<file path="src/rtl/ssb_tx_sample_sequencer_if.sv">
// Sample stream into the SSB TX sequencer. Each word is {amp_field[17:0], delta_phase[13:0]}.
interface ssb_tx_sample_sequencer_if;
    logic [31:0] tdata;
    logic        tvalid;
    logic        tready;

    modport master (output tdata, output tvalid, input tready);
    modport slave  (input tdata, input tvalid, output tready);
endinterface

</file>
<file path="src/rtl/ssb_tx_sample_sequencer.sv">
// Buffers {amplitude, delta_phase} samples and releases one per audio sample period to the
// SSB H-bridge modulator, with a linear amplitude ramp on key-up, key-down and underrun.
module ssb_tx_sample_sequencer #(
    parameter int unsigned SAMPLE_DIV = 8192,
    parameter int unsigned FIFO_LOG2  = 4,
    parameter int unsigned RAMP_LOG2  = 4
) (
    input  logic                     clk,
    input  logic                     rst,
    ssb_tx_sample_sequencer_if.slave s_axis,
    input  logic                     tx_en,
    output logic [13:0]              delta_phase,
    output logic [26:0]              amplitude,
    output logic                     stdby,
    output logic                     tx_active,
    output logic [15:0]              underrun_count,
    output logic [FIFO_LOG2:0]       fifo_level
);
    localparam int unsigned         DEPTH     = 1 << FIFO_LOG2;
    localparam int unsigned         DIV_W     = (SAMPLE_DIV > 1) ? $clog2(SAMPLE_DIV) : 1;
    localparam logic [DIV_W-1:0]    DIV_LAST  = DIV_W'(SAMPLE_DIV - 1);
    localparam logic [DIV_W-1:0]    DIV_ONE   = DIV_W'(1);
    localparam logic [FIFO_LOG2:0]  FIFO_FULL = {1'b1, {FIFO_LOG2{1'b0}}};
    localparam logic [FIFO_LOG2:0]  LEVEL_ONE = (FIFO_LOG2 + 1)'(1);
    localparam logic [RAMP_LOG2:0]  RAMP_FULL = {1'b1, {RAMP_LOG2{1'b0}}};
    localparam logic [RAMP_LOG2:0]  RAMP_ONE  = (RAMP_LOG2 + 1)'(1);

    localparam logic [1:0] IDLE      = 2'd0;
    localparam logic [1:0] RAMP_UP   = 2'd1;
    localparam logic [1:0] ACTIVE    = 2'd2;
    localparam logic [1:0] RAMP_DOWN = 2'd3;

    logic [DIV_W-1:0]     div_cnt;
    logic                 strobe;
    logic [31:0]          mem [DEPTH];
    logic [FIFO_LOG2-1:0] wr_ptr;
    logic [FIFO_LOG2-1:0] rd_ptr;
    logic [31:0]          head;
    logic                 push;
    logic                 pop;
    logic                 fifo_empty;
    logic [1:0]           state;
    logic [1:0]           nxt_state;
    logic [RAMP_LOG2:0]   ramp;
    logic [RAMP_LOG2:0]   nxt_ramp;
    logic [17:0]          amp_field;
    logic [17:0]          nxt_amp_field;
    logic [13:0]          sample_dp;
    logic [13:0]          nxt_sample_dp;
    logic                 under_inc;
    logic [26:0]          prod;

    assign strobe        = (div_cnt == DIV_LAST);
    assign s_axis.tready = (fifo_level < FIFO_FULL);
    assign push          = s_axis.tvalid && s_axis.tready;
    assign fifo_empty    = (fifo_level == '0);
    assign head          = mem[rd_ptr];
    assign tx_active     = (state != IDLE);

    // Pop decisions look only at the occupancy before this cycle's write.
    always_comb begin
        nxt_state     = state;
        nxt_ramp      = ramp;
        nxt_amp_field = amp_field;
        nxt_sample_dp = sample_dp;
        pop           = 1'b0;
        under_inc     = 1'b0;
        if (strobe) begin
            case (state)
                IDLE: begin
                    if (tx_en && !fifo_empty) begin
                        pop       = 1'b1;
                        nxt_ramp  = RAMP_ONE;
                        nxt_state = RAMP_UP;
                    end
                end
                RAMP_UP, ACTIVE: begin
                    if (!tx_en || fifo_empty) begin
                        under_inc = tx_en;
                        nxt_ramp  = ramp - RAMP_ONE;
                        nxt_state = (ramp == RAMP_ONE) ? IDLE : RAMP_DOWN;
                    end else begin
                        pop = 1'b1;
                        if (ramp != RAMP_FULL) nxt_ramp = ramp + RAMP_ONE;
                        nxt_state = (nxt_ramp == RAMP_FULL) ? ACTIVE : RAMP_UP;
                    end
                end
                default: begin
                    if (ramp != '0) nxt_ramp = ramp - RAMP_ONE;
                    if (ramp <= RAMP_ONE) nxt_state = IDLE;
                end
            endcase
            if (pop) begin
                nxt_amp_field = head[31:14];
                nxt_sample_dp = head[13:0];
            end
        end
    end

    assign prod = {5'b0, nxt_amp_field, 4'b0} * 27'(nxt_ramp);

    always_ff @(posedge clk) begin
        if (push) mem[wr_ptr] <= s_axis.tdata;
    end

    always_ff @(posedge clk) begin
        if (rst) begin
            div_cnt        <= '0;
            wr_ptr         <= '0;
            rd_ptr         <= '0;
            fifo_level     <= '0;
            state          <= IDLE;
            ramp           <= '0;
            amp_field      <= '0;
            sample_dp      <= '0;
            underrun_count <= '0;
            amplitude      <= '0;
            delta_phase    <= '0;
            stdby          <= 1'b1;
        end else begin
            div_cnt   <= strobe ? '0 : div_cnt + DIV_ONE;
            state     <= nxt_state;
            ramp      <= nxt_ramp;
            amp_field <= nxt_amp_field;
            sample_dp <= nxt_sample_dp;
            if (push) wr_ptr <= wr_ptr + 1'b1;
            if (pop)  rd_ptr <= rd_ptr + 1'b1;
            case ({push, pop})
                2'b10:   fifo_level <= fifo_level + LEVEL_ONE;
                2'b01:   fifo_level <= fifo_level - LEVEL_ONE;
                default: fifo_level <= fifo_level;
            endcase
            if (under_inc && underrun_count != 16'hFFFF) underrun_count <= underrun_count + 16'd1;
            if (nxt_state == IDLE) begin
                amplitude   <= '0;
                delta_phase <= '0;
                stdby       <= 1'b1;
            end else begin
                amplitude   <= prod >> RAMP_LOG2;
                delta_phase <= nxt_sample_dp;
                stdby       <= 1'b0;
            end
        end
    end
endmodule
</file>
<file path="src/flat_wrapper.sv">
// flat-port wrapper written by rule: the top's interface ports become plain ports
module ssb_tx_sample_sequencer_flat 
#(
    parameter int unsigned SAMPLE_DIV = 8192,
    parameter int unsigned FIFO_LOG2  = 4,
    parameter int unsigned RAMP_LOG2  = 4
)
  (clk, rst, tx_en, delta_phase, amplitude, stdby, tx_active, underrun_count, fifo_level, s_axis_tdata, s_axis_tvalid, s_axis_tready);
  ssb_tx_sample_sequencer_if s_axis_i ();
  input  logic clk;
  input  logic rst;
  input  logic tx_en;
  output logic [13:0] delta_phase;
  output logic [26:0] amplitude;
  output logic stdby;
  output logic tx_active;
  output logic [15:0] underrun_count;
  output logic [FIFO_LOG2:0] fifo_level;
  input wire logic [$bits(s_axis_i.tdata)-1:0] s_axis_tdata;
  input wire logic [$bits(s_axis_i.tvalid)-1:0] s_axis_tvalid;
  output wire logic [$bits(s_axis_i.tready)-1:0] s_axis_tready;
  assign s_axis_i.tdata = s_axis_tdata;
  assign s_axis_i.tvalid = s_axis_tvalid;
  assign s_axis_tready = s_axis_i.tready;
  ssb_tx_sample_sequencer #(.SAMPLE_DIV(SAMPLE_DIV), .FIFO_LOG2(FIFO_LOG2), .RAMP_LOG2(RAMP_LOG2)) u_core (.clk(clk), .rst(rst), .s_axis(s_axis_i), .tx_en(tx_en), .delta_phase(delta_phase), .amplitude(amplitude), .stdby(stdby), .tx_active(tx_active), .underrun_count(underrun_count), .fifo_level(fifo_level));
endmodule
</file>
<file path="config.mk">
export PLATFORM = sky130hd
export DESIGN_NAME = ssb_tx_sample_sequencer_flat
export DESIGN_NICKNAME = d
export VERILOG_FILES = /design/src/rtl/ssb_tx_sample_sequencer_if.sv /design/src/rtl/ssb_tx_sample_sequencer.sv /design/src/flat_wrapper.sv
export SDC_FILE = /design/constraint.sdc
export NUM_CORES = 1
export LEC_CHECK = 0
export BUFFER_PORTS_ARGS = -buffer_cell sky130_fd_sc_hd__buf_2
export CAP_MARGIN = 10
export CORE_ASPECT_RATIO = 0.75
export CORE_MARGIN = 5
export CORE_UTILIZATION = 45
export CTS_BUF_LIST = sky130_fd_sc_hd__clkbuf_8
export DETAILED_ROUTE_END_ITERATION = 8
export GPL_ROUTABILITY_DRIVEN = 0
export PLACE_DENSITY = 0.74
export RECOVER_POWER = 50
export SLEW_MARGIN = 20
export SYNTH_ARGS = -nofsm -noshare
export SYNTH_HDL_FRONTEND = slang
export SYNTH_SLANG_ARGS = --single-unit
</file>
<file path="constraint.sdc">
create_clock -name clk -period 7.5 [get_ports clk]
set_input_delay 2.25 -clock clk [delete_from_list [all_inputs] [get_ports clk]]
set_output_delay 2.25 -clock clk [all_outputs]
set_load 0.03 [all_outputs]
</file>
==> Yosys cells after proc, flatten, opt, wreduce, memory -nomap -nowiden <==
Memories as Yosys holds them, arrays and structs flattened. A register that Yosys moved wholly into a read port is not among the register bits.
Index checks and enable logic that the tools add are counted.
{ "op_classes": {"add_sub_neg": 8, "n_mul": 1, "order_cmp": 2, "eq_ne": 9, "muxes": 34, "n_reduce_logical": 15} }
{ "op_table": {"columns": ["cell", "n"], "rows": [
  ["2-to-1 mux 5 bit", 8],
  ["2-to-1 mux 18 bit", 2],
  ["2-to-1 mux 14 bit", 2],
  ["multiplier 18 x 5 -> 23 bit", 1],
  ["one-hot mux 5 bit (2 select lines)", 2],
  ["adder 16 x 1 -> 16 bit, second input constant", 1],
  ["inequality test 16 bit, second input constant", 1],
  ["adder 13 x 1 -> 13 bit, second input constant", 1],
  ["equality test 13 bit, second input constant", 1],
  ["2-to-1 mux 2 bit", 6],
  ["adder 5 x 1 -> 5 bit, second input constant", 2],
  ["2-to-1 mux 1 bit", 10],
  ["subtractor 5 x 1 -> 5 bit, second input constant", 2],
  ["adder 4 x 1 -> 4 bit, second input constant", 2],
  ["2-to-1 mux 4 bit", 2],
  ["OR reduction 2 bit", 3],
  ["equality test 5 x 1 -> 1 bit, second input constant", 1],
  ["equality test 5 bit, second input constant", 1],
  ["<= comparator 5 x 1 -> 1 bit, second input constant", 1],
  ["zero test 5 bit", 1],
  ["< comparator 5 bit, second input constant", 1],
  ["inequality test 5 bit, second input constant", 1],
  ["nonzero test 5 bit", 1],
  ["equality test 2 x 1 -> 1 bit, second input constant", 2],
  ["8 further kinds", 14]
]} }
{ "totals": {"reg_bits": 123, "ram_bits": 512, "out_inout_bits": 65, "mem_count": 1} }
{ "mem_list": {"columns": ["name", "words", "width", "rd", "rd_clocked_by_memory_dff", "wr", "line", "source"], "rows": [
  ["u_core.mem", 16, 32, 1, 1, 1, "ssb_tx_sample_sequencer.sv:35", "logic [31:0] mem [DEPTH];"]
]} }

==> Logic depth before layout (Yosys ltp) <==
{ "depth": {"ltp_word": 12, "ltp_mapped": 23} }

==> Worst setup path before layout <==
OpenSTA, ideal clock, no wires.
{ "synth_timing": {"kind": "input to register", "from": "input tx_en", "to": "register u_core.amplitude[16]", "setup_time_ns": 0.132, "arrival_ns": 7.047, "required_ns": 7.368, "setup_slack_ns": 0.321, "cell_stages": 17, "path_buffers": 2, "cell_sequence": "o21a_1 -> o211a_1 -> buf_2 -> buf_2 -> mux2i_1 -> or2_2 -> fa_1 -> fa_1 -> fa_1 -> inv_1 -> ha_1 -> a211o_1 -> a2111oi_0 -> o21ai_0 -> a31oi_1 -> nor3b_1 -> a211oi_1"} }
{ "synth_via": {"elab_chain_cells": 8} }
{ "synth_rtl": {"columns": ["item", "line", "source"], "rows": [
  ["start: declaration", "flat_wrapper.sv:12", "input logic tx_en;"],
  ["zero test 1 bit", "ssb_tx_sample_sequencer.sv:78", "if (!tx_en || fifo_empty) begin"],
  ["logical OR 1 bit", "ssb_tx_sample_sequencer.sv:78", null],
  ["2-to-1 mux 1 bit", "ssb_tx_sample_sequencer.sv:78", null],
  ["one-hot mux 1 bit (2 select lines)", "ssb_tx_sample_sequencer.sv:69", "case (state)"],
  ["2-to-1 mux 1 bit", "ssb_tx_sample_sequencer.sv:68", "if (strobe) begin"],
  ["2-to-1 mux 18 bit", "ssb_tx_sample_sequencer.sv:93", "if (pop) begin"],
  ["2-to-1 mux 18 bit", "ssb_tx_sample_sequencer.sv:68", null],
  ["multiplier 18 x 5 -> 23 bit", "ssb_tx_sample_sequencer.sv:100", "assign prod = {5'b0, nxt_amp_field, 4'b0} * 27'(nxt_ramp);"],
  ["end signal: assignment", "ssb_tx_sample_sequencer.sv:139", "amplitude <= prod >> RAMP_LOG2;"],
  ["end: declaration", "ssb_tx_sample_sequencer.sv:13", "output logic [26:0] amplitude,"]
]} }
Several ways; a longest one is shown, not always the timed one. The select of a mux whose other input is x is not followed.
A chain may end at the register's enable or synchronous reset.

==> Final worst setup path <==
Same ends and word-level chain as after synthesis.

==> results.toml <==
[timing]
slew_headroom = -0.3158
fmax_ghz = 0.1460
slew_viol_final = 46
tightest_slew_ns = 1.974
tns_ns = 0
fin_crit_ns = 6.850
finalCritPeriodShare = 0.9133
rsz0062_at_grt = "no"
report.final.setup_viol = 0
skew_ns = 0.02658
finalHoldViolCount = 0

[outcome]
status = "complete, but fails checks"
failed_checks = "max-capacitance violations, max-slew violations"

[worst_hold_path]
hold_path_class = "reg2reg"
hp-start = "u_core.div_cnt[0]$_SDFF_PP0_"
min_to = "u_core.div_cnt[0]$_SDFF_PP0_"
hold_depth = 1

[clock_tree]
cts_root_buf = "clkbuf_8"
cts_sinks = 635
cts_tree = "done"
clk_latency_ns = 0.68
h-tree-depth = 3
path_clk_slew_ns = 0.06
cts_inserted_buffers = 93
cts_resized = 0
cts.path.max_buffers = 3
post_cts_buffers = 0
hold_buffers = 0

[worst_setup_path]
worstPathArrival_ns = 7.34
cp.required_ns = 7.99
r2r-end = "u_core.amplitude[16]$_SDFF_PP0_"
endpoint_kind = "register"
reg2reg_slack_ns = 1.15
startpoint_type = "input port"
ff2ff_path_depth = 19
cp_max_fo = 16
path_class = "in2reg"

[layout]
utilization = 0.5135
synthToLayoutAreaGrowth_pct = 12.42
final_cell_mix = "edfxtp_1 (512), mux4_2 (160), nor2_1 (152)"
fill_cells = 4690
num-nets-final = 1932
layout_commonest_cell = "edfxtp_1"
drive_gt1_frac = 0.2267

[routing]
drc = 0
drt_iter0_markers = 1435
wire_per_inst_um = 21.88
ant_nets = 0
vias_per_cell = 5.578
vias = 14853
drt_first_pass_iters = 5
drt_wl_total_um = 58280

[synthesis]
synth_seq_area_share = 0.6591
synth.distinct_cells = 64
synth_edf_count = 512
netlist_area_sq_um = 27060
yosys_warnings = 0
ys.flop_type = "edfxtp_1"
yosys_register_bits = 635
async_reset_ff_frac = 0
syn_area_per_cell_sq_um = 16.54
synth_cells = 1636

[floorplan]
row_count = 77
pin_count = 101
core_area_sq_um = 59250
dieArea_sq_um = 65200
start_util = 0.4568
die_w_um = 293.2
die_y_um = 222.4

[placed_design]
dpl.hpwl_um = 34710
io_buffer_count = 96

[flow_run]
max_cap_viol_count = 1

[power_and_ir_drop]
powerDensity_nw_per_um2 = 217.3
max-vdd-ir-drop_mv = 0.1336
p_leak_nw = 10.23

[grt]
overflow = 0
grt_pass1_vias = 14971
antenna_found_initial = 8
grt_usage = 0.1777
grt_start_max_net_pins = 49
grt_pass1_wl_um = 89470
sequential cells by signal, indices dropped and copies added (netlist names), named ones only:
signal,cells
u_core.rd_ptr,4
u_core.sample_dp,14
u_core.stdby,1
u_core.amp_field,18
u_core.mem,512
u_core.amplitude,23
u_core.div_cnt,13
u_core.state,2
u_core.ramp,5
u_core.underrun_count,16
u_core.fifo_level,5
u_core.delta_phase,14
u_core.wr_ptr,4
final cells by class:
type | count | area (sq um) | area share
Clock buffer | 104 | 1431 | 0.04705
Antenna cell | 3 | 7.507 | 0.0002468
Timing Repair Buffer | 147 | 825.8 | 0.02714
Sequential cell | 635 | 17850 | 0.5866
Multi-Input combinational cell | 826 | 8650 | 0.2843
Clock inverter | 62 | 314.1 | 0.01032
Inverter | 96 | 360.3 | 0.01184
Tap cell | 790 | 988.4 | 0.03249
cells by family (layout without fill, tap and decap cells):
group           Yosys count  after routing  synth area share
compound gates          158            158           0.03754
fa+ha+maj                97             97           0.05844
simple gates            326            326           0.05714
flops                   635            635            0.6591
xor+xnor                 44             44           0.01424
buf+inv                 178            409           0.02654
other cells               1              7         0.0001386
mux                     197            197            0.1469
through the flow:
stage / power, mW / cells / instance area [sq um] / hold slack, ns / setup slack [ns]
3_3_place_gp: 4.076 / 2494 / 28730 / 0.4400 / 0.3115
6_report: 6.612 / 2663 / 30420 / 0.4704 / 0.6502
4_1_cts: 6.666 / 2660 / 30480 / 0.4727 / 0.8521
5_1_grt: 6.855 / 2660 / 30420 / 0.5004 / 0.3057
2_1_floorplan: 4.000 / 1639 / 27070 / 0.4260 / 0.3210
3_5_place_dp: 4.085 / 2494 / 28730 / 0.4594 / 0.1466
cells in the mapped netlist, types with 3 or more instances:
cell	instances	share of area
a211oi_1	14	0.0039
a21boi_0	3	0.00083
a21o_1	16	0.0044
a21oi_1	52	0.0096
a22oi_1	5	0.0014
a31oi_1	3	0.00069
and3_1	5	0.0012
buf_1	5	0.00069
buf_2	26	0.0048
buf_4	4	0.0011
clkbuf_1	45	0.0062
dfxtp_1	123	0.091
edfxtp_1	512	0.57
fa_1	49	0.036
ha_1	48	0.022
inv_1	96	0.013
mux2i_1	36	0.013
mux4_2	160	0.13
nand2_1	34	0.0047
nand2b_1	22	0.0051
nand3_1	16	0.0030
nand4_1	10	0.0023
nor2_1	164	0.023
nor2b_1	6	0.0014
nor3_1	21	0.0039
nor3b_1	3	0.00083
nor4_1	6	0.0014
o2111ai_1	5	0.0016
o211ai_1	4	0.0011
o21a_1	8	0.0022
o21ai_0	26	0.0048
or2_2	15	0.0035
or3_1	9	0.0021
or4_1	3	0.00083
xnor2_1	22	0.0071
xor2_1	22	0.0071
worst max path at each step:
| stage | depth (start not counted) | from | to | slack [ns] |
|---|---|---|---|---|
| floorplan | 17 | tx_en | u_core.amplitude[16]$_SDFF_PP0_ | 0.32 |
| global placement | 18 | tx_en | u_core.amplitude[16]$_SDFF_PP0_ | 0.31 |
| detailed placement | 20 | tx_en | u_core.amplitude[18]$_SDFF_PP0_ | 0.15 |
| CTS | 20 | tx_en | u_core.amplitude[16]$_SDFF_PP0_ | 0.85 |
| global route | 20 | tx_en | u_core.amplitude[18]$_SDFF_PP0_ | 0.31 |
| finish | 20 | tx_en | u_core.amplitude[16]$_SDFF_PP0_ | 0.65 |
routing by layer:
layer / GRT usage / vias up / wire (um)
met1: 0.2558 / 7559 / 24780
li1: - / 6568 / -
met3: 0.04662 / 82 / 5260
met2: 0.2768 / 640 / 27390
met5: 0 / - / 25
met4: 0.03858 / 4 / 821
power breakdown:
group | internal [mW] | total, mW | switching [mW]
clock network | 1.31 | 2.60 | 1.29
logic | 0.0432 | 0.157 | 0.114
registers | 3.84 | 3.85 | 0.0113
critical path, cell delays in order:
cell and delay (ns):
clkbuf_1 0.17, o21ai_0 0.31, nand3_1 0.28, o2111ai_1 0.15
a211oi_2 0.31, buf_4 0.26, nor2_1 0.09, fa_1 0.47
fa_1 0.50, inv_1 0.05, fa_1 0.48, inv_1 0.04
ha_1 0.32, o21a_1 0.22, a2111oi_0 0.45, buf_4 0.21
o21ai_0 0.19, a31oi_1 0.29, nor3b_1 0.22, a211oi_1 0.07
No activity file was read; power rests on OpenSTA's default activity.
